`src/rtl/spam_fabric_pkg.sv`:
```
// spam_fabric_pkg: shared SPAM bus widths and fabric FSM encoding
package spam_fabric_pkg;
    localparam int SPAM_DID_HI  = 3;
    localparam int SPAM_ADDR_HI = 15;
    localparam int SPAM_DATA_HI = 15;
    typedef enum logic [1:0] {ST_IDLE, ST_ISSUE, ST_WAIT, ST_RESP} spam_state_e;
    function automatic int sel_width(input int devices);
        return (devices > 1) ? $clog2(devices) : 1;
    endfunction
endpackage

```
`src/rtl/spam_timeout_ctr.sv`:
```
// spam_timeout_ctr: WAIT-cycle counter, expired on the TIMEOUT-th enabled cycle
module spam_timeout_ctr #(
    parameter int TIMEOUT = 255
) (
    input  logic clk,
    input  logic rst,
    input  logic clr,
    input  logic en,
    output logic expired
);
    localparam int W = $clog2(TIMEOUT + 1);
    logic [W-1:0] cnt_q, cnt_d;
    always_comb cnt_d = clr ? '0 : en ? cnt_q + 1'b1 : cnt_q;
    always_ff @(posedge clk) begin
        if (rst) cnt_q <= '0;
        else cnt_q <= cnt_d;
    end
    assign expired = en && (cnt_q == W'(TIMEOUT - 1));
endmodule

```
`src/rtl/spam_fabric.sv`:
```
// spam_fabric: routes one master SPAM request at a time to a decoded device
// and returns its completion, or a decode/timeout error response.
module spam_fabric
    import spam_fabric_pkg::*;
#(
    parameter int SPAM_DEVICES = 4,
    parameter int DEV_SEL_LO   = 8,
    parameter int TIMEOUT      = 255
) (
    input  logic                                     clk,
    input  logic                                     rst,
    input  logic                                     spamo_valid,
    input  logic                                     spamo_r_nw,
    input  logic [SPAM_DID_HI:0]                     spamo_did,
    input  logic [SPAM_ADDR_HI:0]                    spamo_addr,
    input  logic [SPAM_DATA_HI:0]                    spamo_data,
    output logic                                     spami_busy_b,
    output logic [SPAM_DATA_HI:0]                    spami_data,
    output logic [SPAM_DEVICES-1:0]                  dev_spamo_valids,
    output logic                                     dev_spamo_r_nw,
    output logic [SPAM_DID_HI:0]                     dev_spamo_did,
    output logic [SPAM_ADDR_HI:0]                    dev_spamo_addr,
    output logic [SPAM_DATA_HI:0]                    dev_spamo_data,
    input  logic [SPAM_DEVICES-1:0]                  dev_spami_busy_bs,
    input  logic [SPAM_DEVICES*(SPAM_DATA_HI+1)-1:0] dev_spami_datas,
    output logic                                     spam_err,
    output logic [SPAM_ADDR_HI:0]                    spam_err_addr,
    output logic                                     spam_overrun
);
    localparam int SEL_W = sel_width(SPAM_DEVICES);
    spam_state_e state_q, state_d;
    logic [SEL_W-1:0] sel_q, sel_d, req_sel;
    logic r_nw_q, r_nw_d, busy_b_q, busy_b_d, err_q, err_d, overrun_q, overrun_d;
    logic [SPAM_DID_HI:0] did_q, did_d;
    logic [SPAM_ADDR_HI:0] addr_q, addr_d, err_addr_q, err_addr_d;
    logic [SPAM_DATA_HI:0] wdata_q, wdata_d, rdata_q, rdata_d;
    logic [SPAM_DEVICES-1:0] valids_q, valids_d;
    logic dev_done, expired;
    assign req_sel  = spamo_addr[DEV_SEL_LO +: SEL_W];
    assign dev_done = dev_spami_busy_bs[sel_q];
    spam_timeout_ctr #(.TIMEOUT(TIMEOUT)) u_ctr (
        .clk(clk), .rst(rst), .clr(state_q == ST_ISSUE), .en(state_q == ST_WAIT), .expired(expired)
    );
    always_comb begin
        state_d    = state_q;
        sel_d      = sel_q;
        r_nw_d     = r_nw_q;
        did_d      = did_q;
        addr_d     = addr_q;
        wdata_d    = wdata_q;
        valids_d   = '0;
        busy_b_d   = 1'b0;
        rdata_d    = '0;
        err_d      = 1'b0;
        err_addr_d = err_addr_q;
        overrun_d  = overrun_q | (spamo_valid && state_q != ST_IDLE);
        case (state_q)
            ST_IDLE: if (spamo_valid) begin
                {r_nw_d, did_d, addr_d, wdata_d} = {spamo_r_nw, spamo_did, spamo_addr, spamo_data};
                sel_d = req_sel;
                if (int'(req_sel) < SPAM_DEVICES) begin
                    valids_d[req_sel] = 1'b1;
                    state_d = ST_ISSUE;
                end else state_d = ST_RESP;
            end
            ST_ISSUE: state_d = ST_WAIT;
            ST_WAIT: if (dev_done || expired) begin
                state_d  = ST_RESP;
                busy_b_d = 1'b1;
                rdata_d  = dev_done ? dev_spami_datas[sel_q * (SPAM_DATA_HI + 1) +: SPAM_DATA_HI + 1] : '1;
                err_d    = !dev_done;
                err_addr_d = dev_done ? err_addr_q : addr_q;
            end
            default: begin
                // a decode error enters RESP with no pulse yet and emits it one cycle later
                state_d    = busy_b_q ? ST_IDLE : ST_RESP;
                busy_b_d   = !busy_b_q;
                err_d      = !busy_b_q;
                err_addr_d = busy_b_q ? err_addr_q : addr_q;
            end
        endcase
    end
    always_ff @(posedge clk) begin
        if (rst) begin
            state_q    <= ST_IDLE;
            sel_q      <= '0;
            r_nw_q     <= 1'b0;
            did_q      <= '0;
            addr_q     <= '0;
            wdata_q    <= '0;
            valids_q   <= '0;
            busy_b_q   <= 1'b0;
            rdata_q    <= '0;
            err_q      <= 1'b0;
            err_addr_q <= '0;
            overrun_q  <= 1'b0;
        end else begin
            state_q    <= state_d;
            sel_q      <= sel_d;
            r_nw_q     <= r_nw_d;
            did_q      <= did_d;
            addr_q     <= addr_d;
            wdata_q    <= wdata_d;
            valids_q   <= valids_d;
            busy_b_q   <= busy_b_d;
            rdata_q    <= rdata_d;
            err_q      <= err_d;
            err_addr_q <= err_addr_d;
            overrun_q  <= overrun_d;
        end
    end
    assign spami_busy_b     = busy_b_q;
    assign spami_data       = rdata_q;
    assign dev_spamo_valids = valids_q;
    assign dev_spamo_r_nw   = r_nw_q;
    assign dev_spamo_did    = did_q;
    assign dev_spamo_addr   = addr_q;
    assign dev_spamo_data   = wdata_q;
    assign spam_err         = err_q;
    assign spam_err_addr    = err_addr_q;
    assign spam_overrun     = overrun_q;
endmodule

```
`config.mk`:
```
export PLATFORM = sky130hd
export DESIGN_NAME = spam_fabric
export DESIGN_NICKNAME = d
export VERILOG_FILES = /design/src/rtl/spam_fabric_pkg.sv /design/src/rtl/spam_timeout_ctr.sv /design/src/rtl/spam_fabric.sv
export SDC_FILE = /design/constraint.sdc
export NUM_CORES = 1
export LEC_CHECK = 0
export CAP_MARGIN = 20
export CELL_PAD_IN_SITES_DETAIL_PLACEMENT = 1
export CELL_PAD_IN_SITES_GLOBAL_PLACEMENT = 1
export CORE_MARGIN = 2
export CORE_UTILIZATION = 29
export DETAILED_ROUTE_END_ITERATION = 12
export MAX_ROUTING_LAYER = met4
export PLACE_DENSITY = 0.92
export SLEW_MARGIN = 20
export SYNTH_ARGS = -nofsm -noshare
export SYNTH_HDL_FRONTEND = slang
export SYNTH_SLANG_ARGS = --single-unit
```
`constraint.sdc`:
```
create_clock -name clk -period 2.59 [get_ports clk]
set_input_delay 0.518 -clock clk [delete_from_list [all_inputs] [get_ports clk]]
set_output_delay 0.518 -clock clk [all_outputs]
set_load 0.05 [all_outputs]
```
## Word level (Yosys, flattened, before mapping)

Index checks and enable logic that the tools add are counted.

| operators by class | value |
|---|---|
| bitwise operators | 6 |
| equality and inequality tests | 7 |
| magnitude comparators | 3 |
| multiplexer cells | 17 |
| shifts and indexed selects | 1 |
| $add $sub $neg | 1 |
| reduce and logical (&&, ||, !) cells | 15 |

Operators with widths:

| operator | number |
|---|---|
| two-way mux 16 bit | 4 |
| indexed part select 64 x 7 -> 16 bit | 1 |
| one-hot mux 16 bit (2 select lines) | 1 |
| adder 8 x 1 -> 8 bit, second input constant | 1 |
| == test 8 bit, second input constant | 1 |
| less-than comparator 2 x 3 -> 1 bit, second input constant | 2 |
| two-way mux 2 bit | 3 |
| inequality test 2 bit, second input constant | 3 |
| one-hot mux 2 bit (3 select lines) | 1 |
| OR reduction 3 bit | 2 |
| NOT 1 bit | 5 |
| two-way mux 1 bit | 4 |
| one-hot mux 1 bit (2 select lines) | 2 |
| AND reduction 2 bit | 2 |
| AND reduction 4 bit | 1 |
| OR reduction 2 bit | 2 |
| logical AND 1 bit | 3 |
| binary-select mux 1 bit (select 2 bit) | 1 |
| demux 1 bit (select 2 bit) | 1 |
| == test 2 x 1 -> 1 bit, second input constant | 1 |
| == test 2 bit, second input constant | 1 |
| greater-or-equal comparator 2 x 1 -> 1 bit, second input constant | 1 |
| zero test 1 bit | 2 |
| zero test 2 bit | 1 |
| 4 further kinds | 4 |

| word-level totals | value |
|---|---|
| bits in registers | 88 |
| input bits | 108 |
| word-level logic and storage cells | 63 |

## Longest topological paths before layout

| depth | value |
|---|---|
| depth after elaboration | 5 |
| gate-level depth with buffers | 7 |

## Modules after synthesis

A second synthesis with hierarchy kept.

| second synthesis, totals | value |
|---|---|
| cells, all modules | 454 |
| area total of the unflattened synthesis | 4205.3 sq um |

Modules (own cells, without submodules):

| module | instances | cells each | area each (sq um) | sequential area each (sq um) |
|---|---|---|---|---|
| spam_fabric | 1 | 412 | 3827.4 | 1561.5 |
| spam_timeout_ctr | 1 | 42 | 377.9 | 160.2 |

## Worst setup path after synthesis

No wires, ideal clock.

| timing | value |
|---|---|
| path kind | reg-to-reg |
| start | register sel_q[0] |
| end | register err_addr_q[8], in the netlist spam_err_addr[8] |
| arrival | 2282 ps |
| required time | 2518 ps |
| cell stages (with the launch flop) | 6 |
| slack | 236 ps |
| setup time | 72 ps |
| cell sequence | dfxtp_1 > mux4_2 > o32a_1 > nor3_4 > buf_6 > mux2i_1 |

| on the way | value |
|---|---|
| word-level cells in the longest chain between the ends | 5 |

Ends and longest elaborated chain:

| element | line | source |
|---|---|---|
| from (decl) | spam_fabric.sv:32 | `logic [SEL_W-1:0] sel_q, sel_d, req_sel;` |
| from (signal assigned) | spam_fabric.sv:99 | `sel_q <= sel_d;` |
| binary-select mux 1 bit (select 2 bit) * | spam_fabric.sv:40 | `assign dev_done = dev_spami_busy_bs[sel_q];` |
| two-way mux 1 bit (implied by the code) * | spam_fabric.sv:40 |  |
| logical OR 1 bit | spam_fabric.sv:67 | `ST_WAIT: if (dev_done \|\| expired) begin` |
| inequality test 2 bit (no line) | n/a |  |
| AND reduction 4 bit (no line) * | n/a |  |
| to (signal assigned) | spam_fabric.sv:108 | `err_addr_q <= err_addr_d;` |
| to (decl) | spam_fabric.sv:35 | `logic [SPAM_ADDR_HI:0] addr_q, addr_d, err_addr_q, err_addr_d;` |

Every way passes the cells marked *; elsewhere a longest branch is shown, timed or not. The select of a mux whose other input is x is not followed.
A chain may end at the register's enable or synchronous reset.

## Final worst setup path

| timing | value |
|---|---|
| start | input port dev_spami_busy_bs[0] |
| end | register rdata_q[15], in the netlist spami_data[15] |

| on the way | value |
|---|---|
| word-level cells in the longest chain between the ends | 5 |

Ends and longest elaborated chain:

| element | line | source |
|---|---|---|
| from (decl) | spam_fabric.sv:24 | `input logic [SPAM_DEVICES-1:0] dev_spami_busy_bs,` |
| binary-select mux 1 bit (select 2 bit) * | spam_fabric.sv:40 |  |
| two-way mux 1 bit (implied by the code) * | spam_fabric.sv:40 |  |
| logical OR 1 bit | spam_fabric.sv:67 |  |
| NOT 1 bit (no line) | n/a |  |
| OR reduction 3 bit (no line) | n/a |  |
| to (signal assigned) | spam_fabric.sv:106 | `rdata_q <= rdata_d;` |
| to (decl) | spam_fabric.sv:36 | `logic [SPAM_DATA_HI:0] wdata_q, wdata_d, rdata_q, rdata_d;` |

Marked as above.

==> key figures <==
Outcome
  – Status: finished, final reports clean

Setup path
  – Max stage delay on crit path: ~0.8 ns
  – Reg-to-Reg Start: state_q[0]
  – Crit. End Element: flip-flop
  – Critical path, cell by cell: clkdlybuf4s50_1 -> mux4_2 -> a2bb2oi_1 -> nor2_1 -> o21a_1
  – Critical-path top delay cell: nor2_1
  – Worst endpoint required time: around 2.9 ns
  – R2R Setup Slk: ~0.56 ns
  – Cells on worst reg2reg path: 6
  – Crit-path leading delay family: simple AND/OR/NAND/NOR gates
  – Reg2reg end: spami_data[15]
  – Setup Crit Path Kind: in -> reg
  – Startpoint Class: input pin
  – CP Max Fanout: 16
  – Arrival @ worst endpoint: approximately 2.5 ns
  – Crit path buffers/inverters: 1

STA
  – Final worst path period share: 0.8444
  – Worst Tran Pin Value: approximately 1.0 ns
  – Tmin final: between 2 and 2.5 ns
  – Post-route setup slack: between 0.4 and 0.5 ns
  – Fmax: around 0.46 GHz
  – Skew final: between 0.01 and 0.015 ns
  – Max Slew Vio Count: 0
  – Final setup viols: 0
  – Unrepaired setup endpoints after global routing: no
  – Setup TNS Final: 0 ns
  – Fin. Hold Viols: 0
  – Relative slew slack: 0.3018

Route
  – Via/cell ratio: approximately 4.8
  – Drt initial violations: 113
  – Routed WL: around 13,000 um
  – DR pass1 iterations: 4
  – ANT nets after route: 0
  – Avg WL per Cell: 17.30 um
  – Via count: ~3,500
  – Number of remaining DRC errors: 0

Placement
  – Port buffer count: 183
  – Dpl ws: between 0.01 and 0.015 ns
  – Post-DP HPWL: roughly 9700 um
  – Placed Area: 5667 um2
  – DP Cell Count: between 700 and 800
  – Routability Congestion: 0.7672

Synth
  – Unique masters post-synth: 35
  – FF+latch count, synth: between 80 and 90
  – Mapped Nets: between 400 and 500
  – Avg Cell Area, Syn: 9.625 um2
  – Share of the yosys chip area belonging to registers: 0.4745
  – Yosys warnings: 0
  – Post-Syn Area: 3628 um2
  – Synth Instances: between 300 and 400

Layout
  – Most frequent cells in the layout: clkdlybuf4s50_1 (180), dfxtp_1 (86), nand2_1 (81)
  – Final instance area: about 6000 um2
  – Post-layout nets: ~670
  – Layout area overhead: 64.62%
  – Multi-input gate area: roughly 1800 um2
  – # diodes: 0
  – Filler Cells Inserted: between 1,000 and 1,500
  – Register area: roughly 1700 um2
  – Post-Layout Cell Count: 730
  – Layout cells sized above 1: 0.08719
  – Commonest non-fill, non-tap cell in the layout: clkdlybuf4s50_1

Min path
  – Min-Delay Path Class: in -> reg
  – WHS Endpoint: spam_err
  – Min-delay src: rst
  – Hold path depth: 2

Floorplanning
  – Die area: roughly 13,000 um2
  – I/O pin count: 184
  – Die height: about 120 um
  – Die width: between 100 and 150 um
  – Core area: ~12,000 um2
  – Starting density of the core: 0.2996
  – Rows: 40

Clock network
  – Root Driver: clkbuf_16
  – Post-CTS repair timing setup buffer count: 0
  – CTS Buf Count: 9
  – Max clock buf depth: 2
  – CTS tree: yes
  – CTS clk-pin slew, worst paths: approximately 0.070 ns
  – Post-CTS resize count: 0
  – Sink Count: 86
  – CTS Hold Bufs: 0
  – H-tree depth: 3
  – Clk_lat worst skew: between 0.3 and 0.4 ns

Power and ir drop
  – Cell-internal power: about 3.1 mW
  – Switching power: between 1.5 and 2 mW
  – Clk pwr share: 0.260
  – Switching share of power: 0.3828
  – PwrDens: around 850 nW/um2
  – VDD IR-drop max: ~0.00044 V
  – Total power draw: between 5 and 6 mW
  – Gate power share: 0.417
  – Leakage power figure: about 2.1 nW
  – Reg power frac: 0.323

Global routing
  – Vias in the first global route: 3,899
  – Pin count of the biggest net entering global routing: 48
  – Tot GR Track Use: 0.1904
  – Total gr overflow: 0
  – Antenna violations before repair: 0
  – First-pass GRT wire length: approximately 19,000 um

Job
  – Max-cap viol count: 0
[layer usage]
metal / wire length (um) / GRT usage
met1: 4866 / 0.1942
met2: 6308 / 0.3450
met3: 1158 / 0.05230
met4: 297 / 0.07619
met5: 0 / -
[registers in the layout, summed over array words and instances, names as in the netlist]
| register | count |
|---|---|
| state_q | 2 |
| spam_overrun | 1 |
| spami_busy_b | 1 |
| dev_spamo_r_nw | 1 |
| sel_q | 1 |
| dev_spamo_addr | 15 |
| spam_err | 1 |
| spami_data | 16 |
| dev_spamo_did | 4 |
| dev_spamo_valids | 4 |
| dev_spamo_data | 16 |
| spam_err_addr | 16 |
| u_ctr.cnt_q | 8 |
[cell usage after synthesis]
cell       number  area, um2
a211oi_1        2      15.01
a21oi_1        42      210.2
a2bb2oi_1       1      8.760
a311o_1         1      10.01
a311oi_1        1      8.760
and2_1          3      18.77
and3_1          1      6.260
and4_1          1      8.760
buf_1           6      22.52
buf_6           1      11.26
clkbuf_1       18      67.56
dfxtp_1        86       1722
ha_1            6      75.07
inv_1           5      18.77
mux2_2          1      11.26
mux2i_1        17      170.2
mux4_2         17      382.9
nand2_1        81      304.0
nand2b_1       35      219.0
nand3_1         1      5.000
nand4_1         4      25.02
nor2_1         12      45.04
nor3_1          2      10.01
nor3_4          1      16.27
nor4_1          1      6.260
o21a_1         17      127.6
o21ai_0         1      5.000
o21ai_1         2      10.01
o31ai_1         1      7.510
o32a_1          1      10.01
or2_1           1      6.260
or3_1           2      12.51
or4_1           1      7.510
xnor2_1         2      17.52
xor2_1          3      26.28
[worst max path at each step]
stage	startpoint	to	slack [ns]	cells past startpoint
global placement	dev_spami_busy_bs[2]	spam_err_addr[11]	0.12	6
floorplan	sel_q[0]	spam_err_addr[8]	0.24	5
detailed placement	dev_spami_busy_bs[0]	spami_data[5]	0.01	5
CTS	dev_spami_busy_bs[0]	spami_data[15]	0.37	5
finish	dev_spami_busy_bs[0]	spami_data[15]	0.40	5
global route	dev_spami_busy_bs[0]	spami_data[15]	0.28	5
[layout make-up]
| cell class | instances | share of cell area |
|---|---|---|
| Clock buffer | 10 | 0.04001 |
| Clock inverter | 6 | 0.01131 |
| Inverter | 5 | 0.003142 |
| Multi-Input combinational cell | 261 | 0.2991 |
| Sequential cell | 86 | 0.2882 |
| Tap cell | 168 | 0.03519 |
| Timing Repair Buffer | 194 | 0.3230 |
[kinds of logic (layout without fill, tap and decap cells)]
family          after synthesis  after routing  share of synthesized area
compound gates               69             69                     0.1138
simple gates                146            146                     0.1903
buf+inv                      30            215                    0.03310
flops                        86             86                     0.4745
mux                          35             35                     0.1555
xor+xnor                      5              5                    0.01207
fa+ha+maj                     6              6                    0.02069
[worst register-to-register path, stage by stage, from the launching register on]
cell and delay (ns):
dfxtp_1 0.33, inv_1 0.11, ha_1 0.18, nand4_1 0.15, a2bb2oi_1 0.18, nor2_1 0.79, o21a_1 0.24
[per-stage QoR]
stage / hold WS [ns] / utilization
final: 0.4570 / 0.4932
after floorplan: 0.4798 / -
after CTS: 0.4527 / 0.4932
after global placement: 0.4414 / 0.4679
after global routing: 0.4725 / 0.4932
after detailed placement: 0.4512 / 0.4679
[power by group through the flow]
| stage | clock [mW] | combinational (mW) | sequential [mW] |
|---|---|---|---|
| 6_report | 1.32 | 2.13 | 1.65 |
| 5_1_grt | 1.41 | 2.27 | 1.67 |
| 4_1_cts | 1.36 | 2.16 | 1.65 |
| 3_5_place_dp | 0 | 2.15 | 1.68 |
| 3_3_place_gp | 0 | 2.08 | 1.66 |
| 2_1_floorplan | 0 | 0.769 | 2.25 |
(Power assumes the default switching activity.)
